`src/rtl/instr_issue_queue.sv`:
```
// In-order instruction issue queue: DEPTH-entry FIFO feeding N_ENG matmul engines with
// per-engine in-flight tracking and RAW/WAW hazard stalls. Optional counters: INSTQ_PERF_CNT_EN.

package common_pkg;
    typedef logic [7:0] addr_t;

    typedef enum logic {
        MMUL_D  = 1'b0,
        MMUL_ND = 1'b1
    } op_t;

    typedef struct packed {
        op_t   op;
        addr_t dest;
        addr_t src1;
        addr_t src2;
    } instruction_t;
endpackage

module instr_issue_queue
    import common_pkg::*;
#(
    parameter int DEPTH = 8,
    parameter int N_ENG = 2
) (
    input  logic                            clk,
    input  logic                            reset,
    input  instruction_t                    in_inst,
    input  logic                            in_valid,
    output logic                            in_ready,
    output instruction_t [N_ENG-1:0]        out_inst,
    output logic [N_ENG-1:0]                out_valid,
    input  logic [N_ENG-1:0]                out_ready,
    input  logic [N_ENG-1:0]                eng_done,
    output logic [$clog2(DEPTH+1)-1:0]      count,
    output logic                            empty
`ifdef INSTQ_PERF_CNT_EN
    ,
    output logic [31:0]                     issued_cnt,
    output logic [31:0]                     hz_stall_cnt,
    output logic [31:0]                     eng_stall_cnt
`endif
);

    localparam int PTR_W = $clog2(DEPTH);
    localparam int CNT_W = $clog2(DEPTH + 1);
    localparam int ENG_W = (N_ENG > 1) ? $clog2(N_ENG) : 1;
    localparam logic [CNT_W-1:0] FULL_CNT = CNT_W'(DEPTH);

    instruction_t             r_mem [DEPTH];
    logic [PTR_W-1:0]         r_wr_ptr;
    logic [PTR_W-1:0]         r_rd_ptr;
    logic [CNT_W-1:0]         r_count;
    logic [ENG_W-1:0]         r_rr;
    logic [N_ENG-1:0]         r_busy;
    addr_t                    r_bdest [N_ENG];
    instruction_t [N_ENG-1:0] r_out_inst;
    logic [N_ENG-1:0]         r_out_valid;

    instruction_t             w_head;
    logic                     w_empty;
    logic                     w_push;
    logic                     w_hazard;
    logic                     w_any_free;
    logic [ENG_W-1:0]         w_sel;
    logic [ENG_W-1:0]         w_rr_next;
    logic                     w_issue;
    logic [N_ENG-1:0]         w_issue_vec;

    assign w_empty  = (r_count == '0);
    assign in_ready = (r_count != FULL_CNT);
    assign w_push   = in_valid && in_ready;
    assign w_head   = r_mem[r_rd_ptr];

    // NOTE: every variable driven in always_comb gets a default first, so no path leaves it
    // holding its old value and no latch is inferred.
    always_comb begin
        w_hazard = 1'b0;
        for (int e = 0; e < N_ENG; e++) begin
            if (r_busy[e] && (r_bdest[e] == w_head.src1 || r_bdest[e] == w_head.src2 ||
                              r_bdest[e] == w_head.dest)) begin
                w_hazard = 1'b1;
            end
        end
    end

    // Round-robin: first idle engine at or after r_rr, then wrap to the ones below it.
    always_comb begin
        w_any_free = 1'b0;
        w_sel      = '0;
        for (int e = 0; e < N_ENG; e++) begin
            if (!w_any_free && !r_busy[e] && e >= int'(r_rr)) begin
                w_any_free = 1'b1;
                w_sel      = ENG_W'(e);
            end
        end
        for (int e = 0; e < N_ENG; e++) begin
            if (!w_any_free && !r_busy[e] && e < int'(r_rr)) begin
                w_any_free = 1'b1;
                w_sel      = ENG_W'(e);
            end
        end
    end

    always_comb begin
        w_rr_next = '0;
        if (int'(w_sel) != N_ENG - 1) begin
            w_rr_next = w_sel + ENG_W'(1);
        end
    end

    assign w_issue = !w_empty && !w_hazard && w_any_free;

    always_comb begin
        w_issue_vec = '0;
        for (int e = 0; e < N_ENG; e++) begin
            w_issue_vec[e] = w_issue && (int'(w_sel) == e);
        end
    end

    // NOTE: the storage array has no reset; the pointers and count define which entries are
    // meaningful, so clearing the data would only cost reset fan-out.
    always_ff @(posedge clk) begin
        if (w_push) begin
            r_mem[r_wr_ptr] <= in_inst;
        end
    end

    // NOTE: sequential state uses non-blocking assignments so every register samples the
    // pre-edge values regardless of statement order.
    always_ff @(posedge clk) begin
        if (reset) begin
            r_wr_ptr    <= '0;
            r_rd_ptr    <= '0;
            r_count     <= '0;
            r_rr        <= '0;
            r_busy      <= '0;
            r_out_inst  <= '0;
            r_out_valid <= '0;
            for (int e = 0; e < N_ENG; e++) begin
                r_bdest[e] <= '0;
            end
        end else begin
            if (w_push) begin
                r_wr_ptr <= r_wr_ptr + PTR_W'(1);
            end
            if (w_issue) begin
                r_rd_ptr <= r_rd_ptr + PTR_W'(1);
                r_rr     <= w_rr_next;
            end
            case ({w_push, w_issue})
                2'b10:   r_count <= r_count + CNT_W'(1);
                2'b01:   r_count <= r_count - CNT_W'(1);
                default: r_count <= r_count;
            endcase
            // An issuing engine is idle by construction, so issue and release never collide.
            for (int e = 0; e < N_ENG; e++) begin
                if (w_issue_vec[e]) begin
                    r_out_inst[e]  <= w_head;
                    r_out_valid[e] <= 1'b1;
                    r_busy[e]      <= 1'b1;
                    r_bdest[e]     <= w_head.dest;
                end else begin
                    if (out_ready[e]) begin
                        r_out_valid[e] <= 1'b0;
                    end
                    if (eng_done[e]) begin
                        r_busy[e] <= 1'b0;
                    end
                end
            end
        end
    end

    assign out_inst  = r_out_inst;
    assign out_valid = r_out_valid;
    assign count     = r_count;
    assign empty     = w_empty;

`ifdef INSTQ_PERF_CNT_EN
    logic        w_hz_stall;
    logic        w_eng_stall;
    logic [31:0] r_issued_cnt;
    logic [31:0] r_hz_stall_cnt;
    logic [31:0] r_eng_stall_cnt;

    assign w_hz_stall  = !w_empty && w_hazard;
    assign w_eng_stall = !w_empty && !w_hazard && !w_any_free;

    always_ff @(posedge clk) begin
        if (reset) begin
            r_issued_cnt    <= '0;
            r_hz_stall_cnt  <= '0;
            r_eng_stall_cnt <= '0;
        end else begin
            if (w_issue && r_issued_cnt != '1) begin
                r_issued_cnt <= r_issued_cnt + 32'd1;
            end
            if (w_hz_stall && r_hz_stall_cnt != '1) begin
                r_hz_stall_cnt <= r_hz_stall_cnt + 32'd1;
            end
            if (w_eng_stall && r_eng_stall_cnt != '1) begin
                r_eng_stall_cnt <= r_eng_stall_cnt + 32'd1;
            end
        end
    end

    assign issued_cnt    = r_issued_cnt;
    assign hz_stall_cnt  = r_hz_stall_cnt;
    assign eng_stall_cnt = r_eng_stall_cnt;
`endif

endmodule

```
`config.mk`:
```
export PLATFORM = sky130hd
export DESIGN_NAME = instr_issue_queue
export DESIGN_NICKNAME = d
export VERILOG_FILES = /design/src/rtl/instr_issue_queue.sv
export SDC_FILE = /design/constraint.sdc
export NUM_CORES = 1
export LEC_CHECK = 0
export CAP_MARGIN = 20
export CORE_ASPECT_RATIO = 1.4
export CORE_UTILIZATION = 45
export DETAILED_ROUTE_END_ITERATION = 6
export PLACE_DENSITY_LB_ADDON = 0.2
export SYNTH_ARGS = -nofsm -noshare
export SYNTH_HDL_FRONTEND = slang
export SYNTH_SLANG_ARGS = --single-unit
```
`constraint.sdc`:
```
create_clock -name clk -period 7.5 [get_ports clk]
set_input_delay 0.75 -clock clk [delete_from_list [all_inputs] [get_ports clk]]
set_output_delay 0.75 -clock clk [all_outputs]
set_load 0.02 [all_outputs]
```
* Word-level counts from Yosys, hierarchy flattened *
Memories as Yosys holds them, arrays and structs flattened. A register that Yosys moved wholly into a read port is not among the register bits.
Index checks and enable logic that the tools add are counted.

operators by class
  bitwise logic cells = 3
  order comparisons = 2
  eq/ne operators = 9
  reduce and logical (&&, ||, !) cells = 27
  mux-type cells = 31
  add/sub/neg operators = 5

operators with widths
  operator                                                               count
  8-bit equality test                                                    6
  1-bit 2-to-1 mux                                                       26
  8-bit 2-to-1 mux                                                       2
  1-bit logical AND                                                      11
  2-bit nonzero test                                                     5
  4-bit case mux with 2 select lines                                     1
  3-bit by 1-bit adder with 3-bit output, second input constant          2
  1-bit zero test                                                        6
  3-bit 2-to-1 mux                                                       2
  4-bit by 1-bit adder with 4-bit output, second input constant          1
  4-bit zero test                                                        1
  1-bit logical OR                                                       4
  4-bit inequality test, second input constant                           1
  4-bit by 1-bit subtractor with 4-bit output, second input constant     1
  2-bit by 1-bit equality test with 1-bit output, second input constant  1
  2-bit equality test, second input constant                             1
  1-bit bitwise OR                                                       2
  1-bit adder, second input constant                                     1
  1-bit >= comparator, first input constant                              1
  1-bit less-than comparator, first input constant                       1
  1-bit NOT                                                              1

storage, ports and cells
  register bits after elaboration = 65
  memories = 2
  output and inout bits = 58
  logic and storage cells = 95
  memory bits (writable) = 216

memory list
  name     words  bits a word  rd ports  clocked after memory_dff  write ports  RTL line  source
  r_mem    8      25           1         1                         1            50        instruction_t r_mem [DEPTH];
  r_bdest  2      8            2         0                         2            56        addr_t r_bdest [N_ENG];

* Logic depth before layout (Yosys ltp) *
Gate-level depths: netlist of the first run.

  word-level depth = 16
  gate-level depth with buffers = 20

* Worst setup path before layout of the first run *
Ideal clock, no wire load.

  path kind = flip-flop to flip-flop
  start = reg r_count[1], in the netlist count[1]
  end = mem r_mem[0][0] (netlist bit) (enable)
  setup slack = 3.363 ns
  period minus slack after synthesis = 4.137 ns
  data arrival time = 3.667 ns
  stages on the path, launching flop included = 6
  required time = 7.030 ns
  library setup time = 0.470 ns
  cells stage by stage = dfxtp_1 clkbuf_1 nor3_1 nand2_1 nand2_1 nor4_1

between the ends
  longest elaborated chain between the ends = 4

ends and longest elaborated chain
  element                                 RTL line  source
  start: declaration                      53        logic [CNT_W-1:0] r_count;
  start signal: assignment                152       2'b10: r_count <= r_count + CNT_W'(1);
  start signal: assignment                153       2'b01: r_count <= r_count - CNT_W'(1);
  start signal: assignment                154       default: r_count <= r_count;
  4-bit inequality test                   71        assign in_ready = (r_count != FULL_CNT);
  named net in_ready                      30        output logic in_ready,
  1-bit logical AND                       72        assign w_push = in_valid && in_ready;
  1-bit 2-to-1 mux                        124       if (w_push) begin
  1-bit 2-to-1 mux (not written as such)  125       r_mem[r_wr_ptr] <= in_inst;
  end: declaration                        50

The timed path passes the listed nets, and every way through them passes these cells.

==> flow_summary.json, run 1 <==
{
  "status": "completed",
  "synth_area_leaders": "edfxtp_1 (54%), dfxtp_1 (11%), mux2i_1 (4.8%)",
  "slew_headroom": 0.286,
  "coreArea_um2": 26200,
  "drt_iter0_drc": 434,
  "p_int_w": 0.00364,
  "setup_tns_ns": 0,
  "slowest_delay_ns": 0.62,
  "die_w_um": 140,
  "switching_share": 0.345,
  "drtPass1Iterations": 5,
  "htree_levels": 1,
  "synth-edff-count": 216,
  "wl_um": 27800,
  "synth_top_area_cell": "edfxtp_1",
  "post-synth-top-count-cell": "edfxtp_1",
  "ir_drop_mv": 0.190,
  "period_needed_ns": 5.24,
  "routedWlPerCell_um": 22.7,
  "ys_warn_count": 0,
  "power.leakage_nw": 4.60,
  "detail-route-antenna-nets": 0,
  "min_path_type": "reg2reg",
  "dieArea_um2": 27300,
  "netlist_top_cells_count": "edfxtp_1 (216), dfxtp_1 (68), mux2i_1 (58), a21oi_1 (27), nand4b_1 (24)",
  "path_buf_inv": 2,
  "ctsResizeCount": 0,
  "finalSetupViolCount": 0,
  "finalCritPeriodShare": 0.699,
  "fp.dieH_um": 195,
  "finalNetCount": 918,
  "routabilityCongestion": 0.810,
  "syn2layout_area_growth_pct": 17.3,
  "synth_seq_cells": 284,
  "syn_inst": 797,
  "clkTransAtPathRegs_ns": 0.06,
  "grt_pass1_wl_um": 42100,
  "grt_max_degree": 61,
  "comb_power_share": 0.356,
  "start_kind": "flip-flop",
  "grt_pass1_vias": 6863,
  "hold_viol": 0,
  "p_sw_w": 0.00192,
  "fmax_mhz": 191,
  "cp_cell_sequence": "buf_4 -> mux4_2 -> mux2i_1 -> xor2_1 -> o2111ai_1 -> or4_1 -> nand3_1 -> and3_1 -> inv_1 -> ha_1 -> xor2_1 -> ha_1 -> a21oi_1 -> xor2_1 -> or3_1 -> a21oi_1",
  "hold-worst-slack_ns": 0.467,
  "worstPathArrival_ns": 5.71,
  "avgSynthCellArea_um2": 15.0,
  "num_antenna_cells": 0,
  "preCtsSetupSlack_ns": 2.25,
  "power_density_nw_per_um2": 396,
  "fillers": 2136,
  "io_buffers": 89,
  "overflow": 0,
  "cp_slowest_cell": "dfxtp_2",
  "rsz0062_at_grt": "false",
  "numCtsBuffers": 28,
  "seqPwrFrac": 0.389,
  "drive_above_1_share": 0.151,
  "root_buffer": "clkbuf_16",
  "core.rowCount": 70,
  "layout_setup_ws_ns": 2.26,
  "io_pins": 90,
  "mappedNetlistArea_um2": 12000,
  "clock_latency_ns": 0.54,
  "required_ns": 7.96,
  "async_reset_ff_frac": 0,
  "synth.distinct_cells": 58,
  "clockPowerShare": 0.255,
  "drcViolationCount": 0,
  "maxCapViolCount": 0,
  "cts_hold_buf": 0,
  "yosysTopAreaCellShare": 0.541,
  "num_vias": 7093,
  "worst_clock_skew_ns": 0.00998,
  "slew_viol_final": 0,
  "cp_top_family": "simple AND/OR/NAND/NOR gates",
  "cts_tree": "built",
  "dp_hpwl_um": 17900,
  "antenna_found_initial": 0,
  "path_max_fanout": 23,
  "syn_nets": 834,
  "clock_path_buffers": 3,
  "synth_ff_type": "edfxtp_1",
  "crit_path_end_kind": "flip-flop",
  "grt_usage": 0.205,
  "via_per_inst": 5.79,
  "max_slew.worst_pin.slew_ns": 1.07,
  "cts.sinks": 284,
  "yosysSeqAreaShare": 0.654,
  "post-cts-setup-buffers": 0,
  "crit_type": "reg2reg",
  "crit_top_cell": "xor2_1",
  "initial_utilization": 0.458
}
worst reg2reg max path, stage by stage (launching register included):
cell,delay [ns]
dfxtp_2,0.62
buf_4,0.47
mux4_2,0.56
mux2i_1,0.50
xor2_1,0.22
o2111ai_1,0.15
or4_1,0.58
nand3_1,0.13
and3_1,0.51
inv_1,0.13
ha_1,0.27
xor2_1,0.16
ha_1,0.18
a21oi_1,0.14
xor2_1,0.09
or3_1,0.31
a21oi_1,0.14
metal layers:
layer  GRT usage  part of all wire  vias to the layer above
li1            -                 -                     3286
met1       0.265              0.42                     3551
met2       0.357              0.50                      203
met3      0.0226             0.041                       53
met4      0.0745             0.032                        0
met5           0                 0                        -
final timing paths:
kind / slack (ns) / to / startpoint / depth (start not counted)
hold / removal: 0.47 / out_valid[0]$_SDFFE_PP0P_ / out_valid[0]$_SDFFE_PP0P_ / 2
hold reg to reg: 0.47 / out_valid[0]$_SDFFE_PP0P_ / out_valid[0]$_SDFFE_PP0P_ / 2
setup reg to reg: 2.26 / count[2]$_SDFFE_PP0P_ / flip-flop / 16
setup / recovery: 2.26 / count[2]$_SDFFE_PP0P_ / flip-flop / 16
kinds of logic (layout without fill, tap and decap cells):
kind of cell    count (synthesis)  count (layout)  synth area share
compound gates                137             137            0.0775
xor+xnor                       29              29            0.0212
fa+ha+maj                       5               5           0.00522
buf+inv                        55             159            0.0281
flops                         284             284             0.654
mux                            96              96             0.107
simple gates                  191             191             0.107
flip-flops by register name, indices dropped and copies added (netlist names), named ones only:
signal / cells
r_rr: 1
out_valid: 2
r_rd_ptr: 3
r_wr_ptr: 3
r_mem: 200
out_inst: 50
r_busy: 2
r_bdest: 16
count: 4
cell usage in the layout (no fill, tap or decap), types with 4 or more instances in the layout:
master           netlist  routed
nand2_1               11      11
clkbuf_16              0      29
nand3_1                6       6
o22ai_1                4       4
a22o_1                16      16
clkbuf_1              19       6
dfxtp_1               68      66
o21bai_1               9       9
o21ai_1                5       5
clkinv_1               0       4
xnor2_1               12      12
bufinv_16              0       4
a22oi_1               11      11
mux4_2                20      20
nand2b_1              10      10
inv_1                  4       4
buf_4                  6      17
nor3_1                21      17
or4_1                  4       4
o21a_1                13      13
o31ai_1               20      20
edfxtp_1             216     216
mux2_2                 8       8
a21oi_1               27      27
mux2_1                 4       4
nand4b_1              24      24
or3_1                 17      17
mux2i_4                4       4
clkdlybuf4s50_1        0      88
and3_1                 5       5
o21ai_0               20      20
or2_2                  8       8
nor2_1                19      15
ha_1                   5       5
nor3_2                22      26
nand4_1                8       8
mux2i_1               58      58
xor2_1                17      17
nand3b_1              13      13
nor2b_1                7       7
through the flow:
step | instances | utilization | power (W) | area (um^2)
2_1_floorplan | 797 | - | 0.00353 | 12000
3_3_place_gp | 1175 | 0.501 | 0.00416 | 13100
3_5_place_dp | 1175 | 0.501 | 0.00418 | 13100
4_1_cts | 1225 | 0.537 | 0.00560 | 14100
5_1_grt | 1225 | 0.537 | 0.00583 | 14100
6_report | 1225 | 0.537 | 0.00556 | 14100
final cells by class:
class                   instances  area, um^2  area share
multi-input cells             458        3850       0.274
inverters                       4        15.0     0.00107
well taps                     324         405      0.0288
clock buffers                  35         748      0.0532
flip-flops and latches        284        7850       0.558
clock inverters                15         186      0.0133
repair buffers                105        1010      0.0717
power groups by stage:
stage / clock [W] / combinational [W] / sequential (W)
6_report: 0.00142 / 0.00198 / 0.00216
5_1_grt: 0.00150 / 0.00213 / 0.00220
4_1_cts: 0.00145 / 0.00199 / 0.00216
3_5_place_dp: 0 / 0.00198 / 0.00220
3_3_place_gp: 0 / 0.00197 / 0.00219
2_1_floorplan: 0 / 0.00128 / 0.00226
Note: power is estimated with default switching activity, not from simulation.
==> run 2, diff against run 1 <==
clock period = 4.4 ns   (was 7.5 ns; I/O delays follow)
==> run 2 against run 1 <==
Sequential share of layout area shrank 0.44 points. Non-clock buffer count grew 24. Wire length grew 0.24%. Cell count grew 1.7%. Core utilization grew 0.46 points. Clock-buffer cell count shrank 6. Critical path type unchanged. Critical endpoint is now count[3]$_SDFFE_PP0P_. Largest power group unchanged.
==> flow_summary.json, run 2 (synthesis results as in run 1) <==
{
  "status": "completed",
  "initial_utilization": 0.458,
  "rsz0062_at_grt": "false",
  "numCtsBuffers": 26,
  "whs_path_depth": 2,
  "r2r-end": "count[3]$_SDFFE_PP0P_",
  "worstPathArrival_ns": 4.63,
  "drive_above_1_share": 0.177,
  "period_needed_ns": 4.17,
  "cts_hold_buf": 0,
  "met3_length_um": 1040,
  "drt_iter0_drc": 393,
  "setup_tns_ns": 0,
  "crit_path_end": "count[3]$_SDFFE_PP0P_",
  "maxCapViolCount": 0,
  "grt_usage": 0.206,
  "layout_common_cells": "edfxtp_1 (216), clkdlybuf4s50_1 (88), dfxtp_1 (66)",
  "num_antenna_cells": 0,
  "dieArea_um2": 27300,
  "seqPwrFrac": 0.391,
  "root_buffer": "clkbuf_16",
  "hold_viol": 0,
  "fin_area_um2": 14200,
  "largest_register_ffs": 200,
  "fin_util": 0.542,
  "drtPass1Iterations": 4,
  "path_max_fanout": 25,
  "required_ns": 4.87,
  "clock_latency_ns": 0.56,
  "grt_max_degree": 61,
  "min_path_type": "in2reg",
  "max_slew.worst_pin.slew_ns": 1.01,
  "fmax_mhz": 240,
  "worst_clock_skew_ns": 0.0277,
  "clkTransAtPathRegs_ns": 0.07,
  "overflow": 0,
  "post-cts-setup-buffers": 0,
  "layout_setup_ws_ns": 0.234,
  "r2r_setup_slack_ns": 0.23,
  "slew_viol_final": 0,
  "routabilityCongestion": 0.875,
  "cp_slowest_cell": "mux4_2",
  "wl_um": 27900,
  "place_inst": 1199,
  "ir_drop_mv": 0.376,
  "finalSetupViolCount": 0,
  "cts_tree": "built",
  "highest_layer": "met4",
  "clock_path_buffers": 3,
  "rr_worst_depth": 15,
  "p_sw_w": 0.00331,
  "power_density_nw_per_um2": 666,
  "crit_type": "reg2reg",
  "power.leakage_nw": 4.68,
  "grt_pass1_vias": 7159,
  "grt_pass1_wl_um": 42200,
  "core.rowCount": 70,
  "clockPowerShare": 0.232,
  "cp_cell_sequence": "buf_12 -> mux4_2 -> mux2i_4 -> xor2_1 -> nand3_1 -> or4_1 -> nand4_1 -> and3_1 -> inv_1 -> ha_1 -> buf_4 -> nor4bb_1 -> a21oi_1 -> or3_1 -> a21oi_1",
  "routedWlPerCell_um": 22.4,
  "slowest_delay_ns": 0.58,
  "wl_met2_um": 14000,
  "finalNetCount": 940,
  "coreArea_um2": 26200,
  "num_vias": 7116,
  "detail-route-antenna-nets": 0,
  "cts.sinks": 284,
  "switching_share": 0.351,
  "comb_power_share": 0.377,
  "htree_levels": 1,
  "preCtsSetupSlack_ns": 0.183,
  "antenna_found_initial": 0,
  "syn2layout_area_growth_pct": 18.3,
  "p_int_w": 0.00613,
  "largest-register": "r_mem",
  "wl_met1_um": 11900,
  "dp_hpwl_um": 17900,
  "layout_commonest_cell": "edfxtp_1",
  "crit_top_cell": "a21oi_1",
  "crit_path_end_kind": "flip-flop",
  "die_w_um": 140,
  "io_buffers": 89,
  "place_area_um2": 13300,
  "io_pins": 90,
  "drcViolationCount": 0,
  "via_per_inst": 5.71,
  "final_cells": 1246,
  "slew_headroom": 0.320,
  "finalCritPeriodShare": 0.947,
  "start_kind": "flip-flop",
  "fp.dieH_um": 195
}
## run 2: cell count changes in the layout (fill, tap and decap cells not counted), moves of 2 or more
cell,delta
a22oi_2,+2
clkinv_2,+5
buf_4,+21
dfxtp_4,+2
clkbuf_16,-3
bufinv_16,-2
buf_12,+3
a22oi_1,-2
dfxtp_2,-2
clkbuf_1,-3
## run 2: worst min path at each step
stage,start,slack (ns),to
global placement,out_valid[1]$_SDFFE_PP0P_,0.46,out_valid[1]$_SDFFE_PP0P_
floorplan,r_rr$_SDFFE_PP0P_,0.46,r_rr$_SDFFE_PP0P_
global route,reset,0.42,r_wr_ptr[2]$_SDFFE_PP0P_
CTS,reset,0.39,r_wr_ptr[2]$_SDFFE_PP0P_
detailed placement,out_valid[1]$_SDFFE_PP0P_,0.47,out_valid[1]$_SDFFE_PP0P_
finish,reset,0.42,r_wr_ptr[2]$_SDFFE_PP0P_
## run 2: what timing repair did
item | in CTS | in global routing
resized for setup | 0 | 5
setup endpoints to repair | 0 | 2
endpoints found under the hold margin | 0 | 0
## run 2: worst max-delay path: cells and delay by family (launching register included)
family / cells / cell delay, ns
simple gates: 6 / 1.75
mux: 2 / 0.85
xor+xnor: 1 / 0.18
fa+ha+maj: 1 / 0.21
flops: 1 / 0.37
compound gates: 2 / 0.27
buf+inv: 3 / 0.46
## run 2: stage by stage
step,total power (W),hold slack (ns)
2_1_floorplan,0.00602,0.460
3_3_place_gp,0.00727,0.464
3_5_place_dp,0.00730,0.468
4_1_cts,0.00950,0.389
5_1_grt,0.00989,0.422
6_report,0.00944,0.418
## run 2: final cells by class
class,count,area [um^2]
fill,2130,12000
sequential,284,7860
multi-input combinational,458,3860
timing repair buffer,129,1230
clock buffer,29,662
tap,324,405
clock inverter,18,158
inverter,4,15.0
## run 2: per-layer routing
layer  up-vias  track usage
li1       3329            -
met1      3552        0.261
met2       184        0.358
met3        51       0.0245
met4         0       0.0838
met5         -            0
## run 2: power groups by stage
stage / Sequential [W] / Clock [W] / Combinational [W]
after global placement: 0.00374 / 0 / 0.00353
final: 0.00369 / 0.00219 / 0.00356
after CTS: 0.00369 / 0.00223 / 0.00357
after detailed placement: 0.00374 / 0 / 0.00356
after floorplan: 0.00384 / 0 / 0.00218
after global routing: 0.00374 / 0.00234 / 0.00382
==> run 3, diff against run 2 <==
MAX_ROUTING_LAYER = met4   (was unset)
==> run 3 against run 2 <==
Power about the same. Global-route usage up 0.64 points. Maximum frequency about the same. First-iteration DRC count up 3.8%. Largest power group unchanged.
==> flow_summary.json, run 3 (synthesis results as in run 1) <==
{
  "coreArea_um2": 26200,
  "busiest_layer": "met2",
  "cp_slowest_cell": "mux4_2",
  "holdPathEnd": "r_wr_ptr[2]$_SDFFE_PP0P_",
  "worstPathArrival_ns": 4.63,
  "cts_tree": "built",
  "power_density_nw_per_um2": 665,
  "min_path_type": "in2reg",
  "cp_cell_sequence": "buf_12 -> mux4_2 -> mux2i_4 -> xor2_1 -> nand3_1 -> or4_1 -> nand4_1 -> and3_1 -> inv_1 -> ha_1 -> buf_4 -> nor4bb_1 -> a21oi_1 -> or3_1 -> a21oi_1",
  "r2r-end": "count[3]$_SDFFE_PP0P_",
  "io_pins": 90,
  "root_buffer": "clkbuf_16",
  "drtPass1Iterations": 4,
  "fp.dieH_um": 195,
  "fillers": 2130,
  "ir_drop_mv": 0.377,
  "detail-route-antenna-nets": 0,
  "whs_path_depth": 2,
  "rr_worst_depth": 15,
  "finalCritPeriodShare": 0.947,
  "status": "completed",
  "core.rowCount": 70,
  "wl_um": 27800,
  "grt_use_met2": 0.360,
  "numCtsBuffers": 26,
  "num_antenna_cells": 0,
  "fmax_mhz": 240,
  "num_vias": 7127,
  "crit_top_cell": "a21oi_1",
  "layout_commonest_cell": "edfxtp_1",
  "die_w_um": 140,
  "grt_util_met3": 0.0235,
  "layout_common_cells": "edfxtp_1 (216), clkdlybuf4s50_1 (88), dfxtp_1 (66)",
  "worstHoldStart": "reset",
  "slew_headroom": 0.309,
  "slowest_delay_ns": 0.58,
  "max_slew.worst_pin.slew_ns": 1.03,
  "start_kind": "flip-flop",
  "cts.sinks": 284,
  "overflow": 0,
  "grt_pass1_wl_um": 42200,
  "drcViolationCount": 0,
  "clkTransAtPathRegs_ns": 0.07,
  "grt_max_degree": 61,
  "antenna_found_initial": 0,
  "rsz0062_at_grt": "false",
  "htree_levels": 1,
  "routabilityCongestion": 0.889,
  "maxCapViolCount": 0,
  "r2r_setup_slack_ns": 0.23,
  "largest-register": "r_mem",
  "clock_latency_ns": 0.56,
  "path_max_fanout": 25,
  "preCtsSetupSlack_ns": 0.183,
  "routedWlPerCell_um": 22.3,
  "setup_tns_ns": 0,
  "crit_type": "reg2reg",
  "use_met1": 0.262,
  "slew_viol_final": 0,
  "dieArea_um2": 27300,
  "period_needed_ns": 4.17,
  "largest_register_ffs": 200,
  "crit_path_end_kind": "flip-flop",
  "syn2layout_area_growth_pct": 18.3,
  "initial_utilization": 0.458,
  "p_total_w": 0.00944,
  "post-cts-setup-buffers": 0,
  "io_buffers": 89,
  "grt_pass1_vias": 7131,
  "finalNetCount": 940,
  "via_per_inst": 5.72,
  "clock_path_buffers": 3,
  "power.leakage_nw": 4.68,
  "fin_util": 0.542,
  "drive_above_1_share": 0.177,
  "layout_setup_ws_ns": 0.232,
  "worst_clock_skew_ns": 0.0312,
  "grt_usage": 0.212,
  "hold_viol": 0,
  "dp_hpwl_um": 17900,
  "finalSetupViolCount": 0,
  "hold-worst-slack_ns": 0.423,
  "required_ns": 4.87,
  "drt_iter0_drc": 408,
  "cts_hold_buf": 0
}
[run 3: layer usage]
layer / vias up / routed length (um)
met5: - / 0
met4: 0 / 841
met3: 50 / 1120
met2: 209 / 14000
met1: 3534 / 11800
li1: 3334 / -
[run 3: per-stage QoR]
stage                     instances  instance area (um^2)
after floorplan                 797                 12000
after global placement         1199                 13300
after detailed placement       1199                 13300
after CTS                      1246                 14200
after global routing           1246                 14200
final                          1246                 14200
[run 3: worst max-delay path by stage]
stage | start | end | slack (ns) | cells after the start
3_5_place_dp | flip-flop | count[3]$_SDFFE_PP0P_ | 0.18 | 15
4_1_cts | flip-flop | count[3]$_SDFFE_PP0P_ | 0.15 | 15
3_3_place_gp | flip-flop | count[2]$_SDFFE_PP0P_ | 0.28 | 16
6_report | flip-flop | count[3]$_SDFFE_PP0P_ | 0.23 | 15
2_1_floorplan | count[1]$_SDFFE_PP0P_ | r_mem[0][0]$_DFFE_PP_ | 0.26 | 5
5_1_grt | flip-flop | count[3]$_SDFFE_PP0P_ | 0.03 | 15
[run 3: timing repair]
action | CTS | global route
setup endpoints to repair | 0 | 2
gates resized for setup | 0 | 5
hold endpoints to repair | 0 | 0
[run 3: area by class of cell]
| class | count | area, um^2 | area share |
|---|---|---|---|
| clock buffer | 29 | 662 | 0.0467 |
| clock inverter | 18 | 158 | 0.0111 |
| tap | 324 | 405 | 0.0286 |
| multi-input combinational | 458 | 3860 | 0.272 |
| inverter | 4 | 15.0 | 0.00106 |
| sequential | 284 | 7860 | 0.554 |
| timing repair buffer | 129 | 1230 | 0.0865 |
[run 3: critical path, delay by kind of cell (launching register included)]
family / cells / cell delay (ns)
fa+ha+maj: 1 / 0.20
flops: 1 / 0.37
simple gates: 6 / 1.74
xor+xnor: 1 / 0.18
buf+inv: 3 / 0.46
compound gates: 2 / 0.27
mux: 2 / 0.85
[run 3: where the power goes]
part	total [W]	internal, W	switching, W
Sequential	0.00369	0.00334	0.000352
Clock	0.00220	0.00121	0.000990
Combinational	0.00355	0.00159	0.00197
